## src/rtl/antifi_state_seq.sv

```systemverilog
// antifi_state_seq: sequences one substitution pass over a 16-byte state
// held in an internal buffer. Bytes are sent to NLANE external Sbox lanes in
// B = 16/NLANE beats. Results come back PIPE cycles later and are written
// into the same byte positions. There is no handshake: a PIPE-deep
// valid/beat-index delay line says which result arrives on which cycle.
//
// Ports
//   clk_i, arstn_i     clock; asynchronous active-low reset (deassertion
//                      is synchronised internally)
//   start_i, abort_i   load state_i and run a pass; cancel the pass (wins)
//   state_i            16 x L-bit input state, byte i at [i*L +: L]
//   sb_x_o, sb_vld_o   beat presented to the Sbox lanes (zero when idle)
//   sb_q_i             Sbox results, PIPE cycles after the matching beat
//   state_o            internal state buffer
//   busy_o, done_o     pass in progress; one-cycle completion pulse

// One Sbox lane: selects byte beat*NLANE+LANE from the buffer. The output is
// forced to zero outside valid beats so the lane wires do not toggle with
// the data.
module antifi_state_seq_lane #(
  parameter int L     = 16,
  parameter int NLANE = 4,
  parameter int BW    = 2,
  parameter int LANE  = 0
) (
  input  logic [15:0][L-1:0] buf_i,
  input  logic [BW-1:0]      beat_i,
  input  logic               vld_i,
  output logic [L-1:0]       x_o
);
  logic [3:0] sel;

  always_comb begin
    sel = 4'(int'(beat_i) * NLANE + LANE);
    x_o = vld_i ? buf_i[sel] : '0;
  end
endmodule

module antifi_state_seq #(
  parameter int L     = 16,
  parameter int NLANE = 4,
  parameter int PIPE  = 2
) (
  input  logic                 clk_i,
  input  logic                 arstn_i,
  input  logic                 start_i,
  input  logic                 abort_i,
  input  logic [16*L-1:0]      state_i,
  output logic [NLANE*L-1:0]   sb_x_o,
  output logic                 sb_vld_o,
  input  logic [NLANE*L-1:0]   sb_q_i,
  output logic [16*L-1:0]      state_o,
  output logic                 busy_o,
  output logic                 done_o
);
  localparam int B  = 16 / NLANE;
  localparam int BW = (B > 1) ? $clog2(B) : 1;

  if ((NLANE < 1) || ((16 % NLANE) != 0) || (PIPE < 0) || (PIPE > 7)) begin : g_bad_param
    $error("antifi_state_seq: NLANE must divide 16 and PIPE must be 0..7");
  end

  // Reset: asserts asynchronously, releases on the second clock edge.
  logic [1:0] rst_sync_q;
  logic       rst_n;

  always_ff @(posedge clk_i or negedge arstn_i) begin
    if (!arstn_i) rst_sync_q <= '0;
    else          rst_sync_q <= {rst_sync_q[0], 1'b1};
  end
  assign rst_n = rst_sync_q[1];

  typedef enum logic [1:0] {IDLE, ISSUE, DRAIN, DONE} st_e;

  st_e                 st_q, st_d;
  logic [BW-1:0]       beat_q, beat_d;
  logic [15:0][L-1:0]  buf_q, buf_d;

  // Stage 0 is the beat on the Sbox inputs this cycle; stage PIPE is the
  // beat whose result is on sb_q_i this cycle.
  logic [PIPE:0]         vld_pipe;
  logic [PIPE:0][BW-1:0] idx_pipe;
  logic                  cap;

  assign vld_pipe[0] = (st_q == ISSUE);
  assign idx_pipe[0] = beat_q;
  assign sb_vld_o    = vld_pipe[0];

  if (PIPE > 0) begin : g_dl
    logic [PIPE-1:0]         dl_vld_q, dl_vld_d;
    logic [PIPE-1:0][BW-1:0] dl_idx_q, dl_idx_d;

    always_comb begin
      dl_vld_d    = '0;
      dl_idx_d    = '0;
      dl_vld_d[0] = vld_pipe[0];
      dl_idx_d[0] = idx_pipe[0];
      for (int i = 1; i < PIPE; i++) begin
        dl_vld_d[i] = dl_vld_q[i-1];
        dl_idx_d[i] = dl_idx_q[i-1];
      end
      // Abort flushes everything still in flight.
      if (abort_i) dl_vld_d = '0;
    end

    always_ff @(posedge clk_i or negedge rst_n) begin
      if (!rst_n) begin
        dl_vld_q <= '0;
        dl_idx_q <= '0;
      end else begin
        dl_vld_q <= dl_vld_d;
        dl_idx_q <= dl_idx_d;
      end
    end

    assign vld_pipe[PIPE:1] = dl_vld_q;
    assign idx_pipe[PIPE:1] = dl_idx_q;
  end

  // A result arriving on an abort edge is dropped.
  assign cap = vld_pipe[PIPE] && !abort_i;

  always_comb begin
    st_d   = st_q;
    beat_d = beat_q;
    buf_d  = buf_q;

    if (cap) begin
      for (int j = 0; j < NLANE; j++)
        buf_d[4'(int'(idx_pipe[PIPE]) * NLANE + j)] = sb_q_i[j*L +: L];
    end

    unique case (st_q)
      IDLE: begin
        if (start_i) begin
          buf_d  = state_i;
          beat_d = '0;
          st_d   = ISSUE;
        end
      end
      ISSUE: begin
        if (beat_q == BW'(B-1)) begin
          beat_d = '0;
          st_d   = (PIPE > 0) ? DRAIN : DONE;
        end else begin
          beat_d = beat_q + 1'b1;
        end
      end
      DRAIN: begin
        if (vld_pipe[PIPE] && (idx_pipe[PIPE] == BW'(B-1))) st_d = DONE;
      end
      DONE:    st_d = IDLE;
      default: st_d = IDLE;
    endcase

    // Abort overrides everything, including a simultaneous start in IDLE.
    if (abort_i) begin
      st_d   = IDLE;
      beat_d = '0;
      if (st_q == IDLE) buf_d = buf_q;
    end
  end

  always_ff @(posedge clk_i or negedge rst_n) begin
    if (!rst_n) begin
      st_q   <= IDLE;
      beat_q <= '0;
      buf_q  <= '0;
    end else begin
      st_q   <= st_d;
      beat_q <= beat_d;
      buf_q  <= buf_d;
    end
  end

  for (genvar g = 0; g < NLANE; g++) begin : g_lane
    antifi_state_seq_lane #(
      .L(L), .NLANE(NLANE), .BW(BW), .LANE(g)
    ) u_lane (
      .buf_i  (buf_q),
      .beat_i (beat_q),
      .vld_i  (sb_vld_o),
      .x_o    (sb_x_o[g*L +: L])
    );
  end

  assign state_o = buf_q;
  assign busy_o  = (st_q != IDLE);
  assign done_o  = (st_q == DONE) && !abort_i;
endmodule

```

## config.mk

```make
export PLATFORM = sky130hd
export DESIGN_NAME = antifi_state_seq
export DESIGN_NICKNAME = d
export VERILOG_FILES = /design/src/rtl/antifi_state_seq.sv
export SDC_FILE = /design/constraint.sdc
export NUM_CORES = 1
export LEC_CHECK = 0
export CORE_AREA = 2 2 250 252
export CTS_CLUSTER_DIAMETER = 50
export CTS_CLUSTER_SIZE = 25
export DETAILED_ROUTE_END_ITERATION = 12
export DIE_AREA = 0 0 252 254
export PLACE_DENSITY = 0.58
export SYNTH_ARGS = -nofsm -noshare
export SYNTH_HDL_FRONTEND = slang
export SYNTH_SLANG_ARGS = --single-unit
```

## constraint.sdc

```tcl
create_clock -name clk_i -period 15.25 [get_ports clk_i]
set_input_delay 1.525 -clock clk_i [delete_from_list [all_inputs] [get_ports clk_i]]
set_output_delay 1.525 -clock clk_i [all_outputs]
set_load 0.01 [all_outputs]
```

Word level (Yosys, flattened, before mapping)
Index checks and enable logic that the tools add are counted.
W data, S select, Z words.
{"block": "word_totals", "output_inout_bits": 323, "romBits": 0, "ramBits": 0, "mem_count": 0, "elab_cells": 102, "latch_bits": 0, "register_bits": 268}
{"block": "op_classes", "order_cmp": 12, "bitwise_logic": 0, "n_shift": 0, "mux": 39, "n_addsub": 7, "div_mod_pow": 0, "eq_ne": 9, "multipliers": 0, "reduce_logical": 13}
{"cell": "$mux W256", "count": 5}
{"cell": "$bwmux W256", "count": 4}
{"cell": "$bmux W16 S4", "count": 3}
{"cell": "$demux W16 S4", "count": 3}
{"cell": "$mux W16", "count": 12}
{"cell": "$bmux W16 S2", "count": 1}
{"cell": "$demux W16 S2", "count": 1}
{"cell": "$lt A4 B6 Y1 const B", "count": 4}
{"cell": "$lt A4 B5 Y1 const B", "count": 4}
{"cell": "$add A4 B2 Y4 const B", "count": 4}
{"cell": "$ge A4 B1 Y1 const B", "count": 4}
{"cell": "$mux W2", "count": 8}
{"cell": "$ne A3 B3 Y1 const B", "count": 3}
{"cell": "$add A4 B1 Y4 const B", "count": 2}
{"cell": "$eq A2 B2 Y1 const B", "count": 4}
{"cell": "$pmux W2 S4", "count": 1}
{"cell": "$logic_and A1 B1 Y1", "count": 7}
{"cell": "$pmux W2 S2", "count": 1}
{"cell": "$reduce_and A3 Y1", "count": 1}
{"cell": "$reduce_bool A3 Y1", "count": 1}
{"cell": "$add A2 B1 Y2 const B", "count": 1}
{"cell": "$eq A2 B1 Y1 const B", "count": 1}
{"cell": "$logic_not A2 Y1", "count": 1}
{"cell": "$ne A2 B2 Y1 const B", "count": 1}
{"cell": "3 further kinds", "count": 3}

Depth between registers and ports, before layout
Gate-level depths: netlist of run 1.
{"block": "depth", "ltp_word": 13, "mapped_depth": 7, "depth_no_buf": 5}

Cells and area by module
Synthesis of run 1 repeated with hierarchy kept, for this count alone.
{"block": "unflattened", "hier_cells": 957, "area_unflattened_um2": 13623.1}
{"module": "antifi_state_seq", "area_per_inst_um2": 11526.1, "seq_area_each_um2": 6706.4, "cells_each": 729, "instances": 1}
{"module": "antifi_state_seq_lane", "area_per_inst_um2": 524.3, "seq_area_each_um2": 0.0, "cells_each": 57, "instances": 4}

Worst setup path after synthesis of run 1
OpenSTA, ideal clock, no wires.
{"block": "synth_timing", "path_type": "input to output", "startpoint": "in abort_i", "endpoint": "out done_o", "setup_slack_ns": 11.846, "arrival_time_ns": 1.879, "n_path_buf": 1, "path_stages": 2, "path_cell_list": "buf_2 -> nor2b_1"}
{"block": "synth_via", "elab_chain_cells": 2}
{"item": "start: declaration", "line_no": "47", "source": "input logic abort_i,"}
{"item": "$logic_not A1 Y1", "line_no": "189", "source": "assign done_o = (st_q == DONE) && !abort_i;"}
{"item": "$logic_and A1 B1 Y1", "line_no": "189"}
{"item": "end: declaration", "line_no": "54", "source": "output logic done_o"}
No other way between the ends.

Worst setup path after layout of run 1
{"block": "layout_timing", "startpoint": "reg beat_q[0]", "endpoint": "out sb_x_o[44]"}
{"block": "layout_via", "elab_chain_cells": 4}
{"item": "start: declaration", "line_no": "76", "source": "logic [BW-1:0] beat_q, beat_d;"}
{"item": "start signal: assignment", "line_no": "171", "source": "beat_q <= beat_d;"}
{"item": "$add A4 B2 Y4", "line_no": "34", "source": "sel = 4'(int'(beat_i) * NLANE + LANE);"}
{"item": "$bmux W16 S4", "line_no": "35", "source": "x_o = vld_i ? buf_i[sel] : '0;"}
{"item": "$mux W16 (not written as such)", "line_no": "35"}
{"item": "$mux W16", "line_no": "35"}
{"item": "end: declaration", "line_no": "49", "source": "output logic [NLANE*L-1:0] sb_x_o,"}
No other way between the ends. The select of a mux whose other input is x is not followed.

==> results.sh, run 1 <==
export IMPL_dieArea_um2=64000
export IMPL_layout_commonest_cell="clkdlybuf4s50_1"
export IMPL_grt_setup_unrepaired="no"
export IMPL_syn_num_nets=1206
export IMPL_period_share_pct=32.8
export IMPL_ys_types=27
export IMPL_stdcell_count=2345
export IMPL_routed_wl_um=51100
export IMPL_crit_required_ns=13.73
export IMPL_worstSetupPathType="register to output port"
export IMPL_finalWorstSetupSlack_ns=10.25
export IMPL_port_buffers=646
export IMPL_vias=10400
export IMPL_die_height_um=254
export IMPL_syn_avg_cell_area_um2=15.4
export IMPL_ys_seq_area_share_pct=49.8
export IMPL_yosysTopAreaCell="dfrtp_1"
export IMPL_h_tree_depth=2
export IMPL_viasPerCell=4.43
export IMPL_ant_nets=0
export IMPL_die_w_um=252
export IMPL_wire_per_inst_um=21.8
export IMPL_clkLatencyLatePin_ns=0.56
export IMPL_yosysWarnings=0
export IMPL_cp_cell_sequence="buf_4 -> mux4_2 -> and2_1 -> clkdlybuf4s50_1"
export IMPL_drt_pre_antenna_iters=4
export IMPL_yosys_area_top_type_share_pct=49.8
export IMPL_final_area_um2=22200
export IMPL_fin_crit_ns=5.00
export IMPL_cts_tree="built"
export IMPL_ios=647
export IMPL_critPathMaxFanout=37
export IMPL_synth_seq_cells=268
export IMPL_final_cell_mix="clkdlybuf4s50_1 (646), mux2_2 (382), dfrtp_1 (265), mux4_2 (64), and2_1 (64)"
export IMPL_r2r_end="state_o[157]"
export IMPL_syn_area_um2=13500
export IMPL_place_area_um2=20700
export IMPL_critPathSlowestCell="dfrtp_4"
export IMPL_cts_buffer_depth=3
export IMPL_finalHoldViolations=0
export IMPL_powerDensity_nw_per_um2=209
export IMPL_slew_headroom_pct=35.9
export IMPL_cts_sinks=268
export IMPL_rows=91
export IMPL_fin_worst_skew_ns=0.0224
export IMPL_drive_above_1_share_pct=34.7
export IMPL_globalplace_congestion=0.838
export IMPL_end_kind="output port"
export IMPL_power_mw=4.65
export IMPL_power_leakage_nw=8.59
export IMPL_startpoint_type="register"
export IMPL_slowest_delay_ns=0.84
export IMPL_status="finished, final reports clean"
export IMPL_drt_iter0_drc=421
export IMPL_cts_hold_buf=0
export IMPL_yosys_top_cells_area="dfrtp_1 (50%), mux2_2 (32%), mux4_2 (11%)"
export IMPL_antenna_found_initial=1
export IMPL_nets=1850
export IMPL_dp_cells=2265
export IMPL_start_util_pct=22.0
export IMPL_finalSetupViolCount=0
export IMPL_drv_slew=0
export IMPL_fill_cells=5946
export IMPL_fin_tns_setup_ns=0
export IMPL_hpwl_um=38900
export IMPL_grt_start_max_net_pins=73
export IMPL_gr_total_overflow=0
export IMPL_rr_worst_depth=7
export IMPL_ir_worst_vdd_mv=0.105
export IMPL_path_clk_slew_ns=0.06
export IMPL_timing_fmax_ghz=0.200
export IMPL_regToRegSetupSlack_ns=11.77
export IMPL_syn_to_final_growth_pct=64.7
export IMPL_r2r_start="st_q[1]"
export IMPL_tightest_slew_ns=0.962
export IMPL_drc=0
export IMPL_synthCells=876
export IMPL_post_place_ws_ns=10.22
export IMPL_numCtsBuffers=43
export IMPL_grt_pass1_vias=11200
export IMPL_hold_path_class="register to asynchronous set/reset pin"
export IMPL_root_buffer="clkbuf_16"
export IMPL_grt_pass1_wl_um=73900
export IMPL_critPathArrivalTime_ns=3.47
export IMPL_cap_violations=0
export IMPL_core_area_um2=61300
export IMPL_globalRouteTotalUtil_pct=15.4
export IMPL_cts_setup_buffers=0
export IMPL_cts_resized=0
[cells in the mapped netlist]
master	count
a211o_1	1
or3b_1	1
mux4_2	64
mux2_2	382
mux2_1	4
a21oi_4	1
inv_1	3
nand2b_1	3
nor2b_1	5
mux2i_1	1
o21bai_1	1
dfrtp_1	268
nand3b_1	1
nor4_1	1
nand2_1	1
clkbuf_1	14
a211oi_1	1
nand3_1	1
and2_0	1
buf_2	41
and2_1	65
conb_1	1
buf_1	1
nor3b_1	1
a21oi_2	1
ha_1	6
buf_6	6
[layer usage]
metal,vias to the layer above,track usage [%],routed length (um)
li1,4542,-,-
met1,5325,17.9,19800
met2,428,26.9,26200
met3,92,4.11,3470
met4,0,5.82,1640
met5,-,0,0
[state kept, by name (all words and copies together), names as in the netlist]
register and flops:
state_o 256, beat_q 2, g_dl.dl_idx_d 2, g_dl.dl_idx_q 2
g_dl.dl_vld_q 2, rst_sync_q 2, st_q 2
[layout make-up]
class | instances | area [um^2] | share of cell area, %
Sequential cell | 268 | 6720 | 30.3
Timing Repair Buffer | 661 | 6580 | 29.6
Multi-Input combinational cell | 543 | 6450 | 29.1
Clock buffer | 55 | 1170 | 5.28
Tap cell | 790 | 988 | 4.45
Clock inverter | 24 | 272 | 1.22
Inverter | 3 | 11.3 | 0.0507
Antenna cell | 1 | 2.50 | 0.0113
[worst max-delay path by stage]
stage	from	endpoint	slack, ns	cells past startpoint
after floorplan	rst_sync_q[1]	beat_q[0]	7.23	0
after detailed placement	abort_i	state_o[138]	10.22	5
final	beat_q[0]	sb_x_o[44]	10.25	4
after global placement	abort_i	state_o[199]	10.32	5
after global routing	beat_q[0]	sb_x_o[42]	9.97	4
after CTS	beat_q[0]	sb_x_o[44]	10.06	4
[report_power, final]
part | switching, mW | leakage [nW] | internal, mW | total, mW
clock | 0.363 | 0.687 | 0.616 | 0.978
combinational | 0.827 | 4.73 | 1.41 | 2.23
sequential | 0.362 | 3.17 | 1.07 | 1.43
[critical path: cells and delay by family, from the launching register on]
kind	cells	cell delay (ns)
flops	1	0.84
mux	1	0.59
buf+inv	2	1.29
simple gates	1	0.17
[cell families after synthesis]
| logic type | count (synthesis) | synth area share [%] |
|---|---|---|
| AOI/OAI and AO/OA | 5 | 0.362 |
| adders and majority gates | 6 | 0.557 |
| buffers and inverters | 65 | 2.53 |
| DFF | 268 | 49.8 |
| muxes | 451 | 43.0 |
| other | 1 | 0.0278 |
| and+or+nand+nor | 80 | 3.72 |
[through the flow]
step           hold slack (ns)  util [%]
2_1_floorplan            0.331         -
3_3_place_gp             0.188      33.9
3_5_place_dp             0.185      33.9
4_1_cts                  0.184      36.2
5_1_grt                  0.203      36.2
6_report                 0.175      36.2
(Power assumes the default switching activity.)
==> run 2: changes to the inputs <==
Settings changed: CORE_AREA 2 2 250 252 to 2 2 251 253, DIE_AREA 0 0 252 254 to 0 0 253 255, PLACE_DENSITY 0.58 to 0.57.
Clock period 15.25 ns to 5.2 ns, I/O delays scaled along.
==> results.sh, run 2 (synthesis gave the netlist of run 1 again) <==
export IMPL_p_int_mw=9.27
export IMPL_h_tree_depth=2
export IMPL_globalplace_congestion=0.822
export IMPL_numCtsBuffers=44
export IMPL_end_kind="output port"
export IMPL_clkLatencyLatePin_ns=0.56
export IMPL_fill_cells=6014
export IMPL_ios=647
export IMPL_fin_worst_skew_ns=0.0144
export IMPL_worstSetupPathType="register to output port"
export IMPL_fin_crit_ns=3.65
export IMPL_cts_hold_buf=0
export IMPL_crit_required_ns=4.68
export IMPL_dp_cells=2272
export IMPL_grt_pass1_vias=11200
export IMPL_hold_path_class="input pin to asynchronous set/reset pin"
export IMPL_root_buffer="clkbuf_16"
export IMPL_power_frac_comb_pct=47.3
export IMPL_grt_start_max_net_pins=135
export IMPL_die_height_um=255
export IMPL_ir_worst_vdd_mv=0.388
export IMPL_cts_setup_buffers=0
export IMPL_grt_setup_unrepaired="no"
export IMPL_period_share_pct=70.1
export IMPL_drt_iter0_drc=389
export IMPL_p_switching_mw=4.59
export IMPL_stdcell_count=2351
export IMPL_post_place_ws_ns=1.98
export IMPL_finalWorstSetupSlack_ns=1.55
export IMPL_cts_buffer_depth=3
export IMPL_seq_power_share_pct=30.6
export IMPL_path_clk_slew_ns=0.06
export IMPL_p_clk_share_pct=22.1
export IMPL_globalRouteTotalUtil_pct=15.2
export IMPL_drive_above_1_share_pct=34.8
export IMPL_start_util_pct=21.7
export IMPL_powerDensity_nw_per_um2=621
export IMPL_finalSetupViolCount=0
export IMPL_nets=1849
export IMPL_critPathMaxFanout=35
export IMPL_drv_slew=0
export IMPL_largest_reg_flops=256
export IMPL_cts_resized=0
export IMPL_grt_pass1_wl_um=73500
export IMPL_cts_tree="built"
export IMPL_hpwl_um=38000
export IMPL_final_cell_mix="clkdlybuf4s50_1 (646), mux2_2 (382), dfrtp_1 (265), mux4_2 (64), and2_1 (64)"
export IMPL_drt_pre_antenna_iters=4
export IMPL_status="finished, final reports clean"
export IMPL_wire_per_inst_um=21.9
export IMPL_cts_sinks=268
export IMPL_finalHoldViolations=0
export IMPL_fin_tns_setup_ns=0
export IMPL_ant_nets=0
export IMPL_routed_wl_um=51600
export IMPL_core_area_um2=62200
export IMPL_syn_to_final_growth_pct=65.7
export IMPL_die_w_um=253
export IMPL_power_leakage_nw=8.65
export IMPL_tightest_slew_ns=0.964
export IMPL_viasPerCell=4.38
export IMPL_vias=10300
export IMPL_timing_fmax_ghz=0.274
export IMPL_cap_violations=0
export IMPL_startpoint_type="register"
export IMPL_slew_headroom_pct=35.7
export IMPL_drc=0
export IMPL_netSwitchingFraction_pct=33.1
export IMPL_rows=92
export IMPL_layout_commonest_cell="clkdlybuf4s50_1"
export IMPL_gr_total_overflow=0
export IMPL_antenna_found_initial=0
export IMPL_power_mw=13.9
export IMPL_port_buffers=646
export IMPL_dieArea_um2=64500
export IMPL_critPathArrivalTime_ns=3.13
-- run 2: final cells by class --
cell class / instances / area (um^2) / area share (%)
clock buffer: 53 / 1190 / 5.31
timing repair buffer: 659 / 6630 / 29.7
inverter: 3 / 11.3 / 0.0504
sequential: 268 / 6720 / 30.1
multi-input combinational: 543 / 6450 / 28.9
antenna: 2 / 5.00 / 0.0224
clock inverter: 24 / 332 / 1.49
tap: 799 / 1000 / 4.48
-- run 2: stage by stage --
stage | instance area (um^2) | hold WS (ns) | utilization [%]
finish | 22300 | 0.131 | 35.9
global route | 22300 | 0.0931 | 35.9
floorplan | 13500 | 0.224 | -
global placement | 20800 | 0.334 | 33.5
detailed placement | 20800 | 0.336 | 33.5
CTS | 22300 | 0.0861 | 35.9
-- run 2: worst max-delay path: stages, from the launching register on --
cell             delay [ns]
dfrtp_1                0.42
inv_1                  0.12
ha_2                   0.72
buf_4                  0.48
and2_1                 0.19
clkdlybuf4s50_1        0.55
-- run 2: power by group through the flow --
stage | clock, mW | sequential [mW] | combinational [mW]
final | 3.06 | 4.24 | 6.55
after global routing | 3.26 | 4.39 | 6.93
after CTS | 3.16 | 4.26 | 6.63
after detailed placement | 0 | 4.28 | 6.60
after global placement | 0 | 4.26 | 6.56
after floorplan | 0 | 4.32 | 2.76
-- run 2: metal layers --
| layer | vias up | wire length, um | global-route usage, % |
|---|---|---|---|
| met4 | 0 | 1320 | 5.31 |
| met5 | - | 0 | 0 |
| met3 | 71 | 3430 | 4.17 |
| met1 | 5316 | 20100 | 17.4 |
| met2 | 382 | 26700 | 27.1 |
| li1 | 4531 | - | - |
-- run 2: path summary, 6_finish.rpt --
check | from | endpoint | slack (ns) | cells past startpoint
worst max-delay path | st_q[1] | sb_x_o[4] | 1.55 | 5
worst min-delay path | arstn_i | rst_sync_q[0] | 0.13 | 1
worst max register to register | st_q[0] | state_o[107] | 2.45 | 7
worst min register to register | g_dl.dl_idx_d[3] | g_dl.dl_idx_q[3] | 0.35 | 0
max in group asynchronous | rst_sync_q[1] | beat_q[0] | 3.95 | 1
min in group clk_i | g_dl.dl_idx_d[3] | g_dl.dl_idx_q[3] | 0.35 | 0
==> run 3: changes to the inputs <==
Clock period 5.2 ns to 3.4 ns, I/O delays scaled along.
==> results.sh, run 3 (synthesis gave the netlist of run 1 again) <==
export IMPL_port_buffers=646
export IMPL_finalWorstSetupSlack_ns=0.291
export IMPL_die_height_um=255
export IMPL_wire_per_inst_um=22.3
export IMPL_ant_nets=0
export IMPL_path_delay_family="buffers and inverters"
export IMPL_p_switching_mw=7.15
export IMPL_drv_slew=0
export IMPL_hpwl_um=39500
export IMPL_core_area_um2=62200
export IMPL_globalplace_congestion=0.841
export IMPL_globalRouteTotalUtil_pct=15.6
export IMPL_ios=647
export IMPL_path_clk_slew_ns=0.06
export IMPL_regToRegSetupSlack_ns=1.07
export IMPL_r2r_end="state_o[72]"
export IMPL_numCtsBuffers=43
export IMPL_crit_required_ns=3.06
export IMPL_r2r_start="st_q[1]"
export IMPL_die_w_um=253
export IMPL_tightest_slew_ns=0.690
export IMPL_rr_worst_depth=6
export IMPL_nets=1865
export IMPL_slowest_delay_ns=0.64
export IMPL_critPathSlowestCell="dfrtp_4"
export IMPL_cts_buffer_depth=3
export IMPL_post_place_ws_ns=0.791
export IMPL_hold_path_class="register to asynchronous set/reset pin"
export IMPL_startpoint_type="register"
export IMPL_multi_input_area_um2=6450
export IMPL_cp_cell_sequence="buf_12 -> mux4_2 -> and2_1 -> clkdlybuf4s50_1"
export IMPL_grt_setup_unrepaired="no"
export IMPL_routed_wl_um=52800
export IMPL_fill_cells=6010
export IMPL_power_frac_comb_pct=48.3
export IMPL_rows=92
export IMPL_clkLatencyLatePin_ns=0.55
export IMPL_power_leakage_nw=8.73
export IMPL_syn_to_final_growth_pct=67.2
export IMPL_fin_worst_skew_ns=0.0134
export IMPL_end_kind="output port"
export IMPL_drc=0
export IMPL_viasPerCell=4.39
export IMPL_antenna_found_initial=1
export IMPL_finalSetupViolCount=0
export IMPL_drt_pre_antenna_iters=4
export IMPL_cts_tree="built"
export IMPL_start_util_pct=21.7
export IMPL_finalHoldViolations=0
export IMPL_final_cell_mix="clkdlybuf4s50_1 (646), mux2_2 (382), dfrtp_1 (265), mux4_2 (64), and2_1 (64)"
export IMPL_gr_total_overflow=0
export IMPL_cts_setup_buffers=0
export IMPL_slew_headroom_pct=53.9
export IMPL_grt_pass1_wl_um=75500
export IMPL_p_int_mw=14.0
export IMPL_period_share_pct=91.4
export IMPL_dieArea_um2=64500
export IMPL_path_depth=4
export IMPL_seq_area_um2=6720
export IMPL_status="finished, final reports clean"
export IMPL_layout_commonest_cell="clkdlybuf4s50_1"
export IMPL_h_tree_depth=2
export IMPL_fin_crit_ns=3.11
export IMPL_cts_resized=0
export IMPL_fin_tns_setup_ns=0
export IMPL_drive_above_1_share_pct=35.6
export IMPL_root_buffer="clkbuf_16"
export IMPL_critPathMaxFanout=29
export IMPL_critPathBufInv=2
export IMPL_powerDensity_nw_per_um2=940
export IMPL_timing_fmax_ghz=0.322
export IMPL_cap_violations=0
export IMPL_netSwitchingFraction_pct=33.8
export IMPL_grt_start_max_net_pins=72
export IMPL_drt_iter0_drc=347
export IMPL_critPathArrivalTime_ns=2.77
export IMPL_ir_worst_vdd_mv=0.476
export IMPL_seq_power_share_pct=30.6
export IMPL_worstSetupPathType="register to output port"
export IMPL_cts_sinks=268
export IMPL_vias=10400
export IMPL_largest_reg_flops=256
export IMPL_p_clk_share_pct=21.1
export IMPL_grt_pass1_vias=11400
-- run 3: cell types whose count changed in the layout (fill, tap and decap cells not counted), sizes merged --
| cell | delta |
|---|---|
| diode | -1 |
| bufinv | -4 |
| buf | +16 |
| clkinvlp | +5 |
| dlygate4sd3 | +1 |
-- run 3: area by class of cell --
class	count	share of cell area, %
Sequential cell	268	29.8
Clock inverter	25	1.19
Inverter	3	0.0500
Antenna cell	1	0.0111
Timing Repair Buffer	676	30.6
Clock buffer	53	5.30
Tap cell	799	4.44
Multi-Input combinational cell	543	28.6
-- run 3: power by group through the flow --
| stage | Clock [mW] | Combinational [mW] | Sequential [mW] |
|---|---|---|---|
| 2_1_floorplan | 0 | 4.22 | 6.60 |
| 3_5_place_dp | 0 | 10.3 | 6.52 |
| 3_3_place_gp | 0 | 10.2 | 6.48 |
| 5_1_grt | 4.74 | 10.8 | 6.70 |
| 6_report | 4.47 | 10.2 | 6.47 |
| 4_1_cts | 4.61 | 10.4 | 6.50 |
-- run 3: layer usage --
| layer | wire length [um] | track usage [%] | up-vias |
|---|---|---|---|
| li1 | - | - | 4583 |
| met1 | 20500 | 18.0 | 5331 |
| met5 | 13 | 0 | - |
| met2 | 27300 | 27.9 | 391 |
| met4 | 1470 | 5.46 | 2 |
| met3 | 3510 | 4.17 | 88 |
-- run 3: metrics by stage --
stage	power (mW)	std cells	hold slack [ns]	utilization (%)	area, um^2
2_1_floorplan	10.8	876	0.0444	-	13500
3_3_place_gp	16.7	2288	0.325	33.9	21000
3_5_place_dp	16.8	2288	0.336	33.9	21000
4_1_cts	21.5	2367	0.338	36.2	22500
5_1_grt	22.3	2367	0.354	36.2	22500
6_report	21.2	2368	0.303	36.2	22500
-- run 3: worst max path at each step --
stage,from,end,slack (ns)
global placement,beat_q[0],sb_x_o[44],0.83
finish,beat_q[0],sb_x_o[44],0.29
global route,beat_q[0],sb_x_o[44],0.15
CTS,beat_q[0],sb_x_o[44],0.19
floorplan,rst_sync_q[1],beat_q[0],0.72
detailed placement,abort_i,state_o[173],0.79
-- run 3: what timing repair did --
action	4_1_cts	5_1_grt
hold buffers	1	0
endpoints found under the hold margin	2	0
setup endpoints to repair	0	0
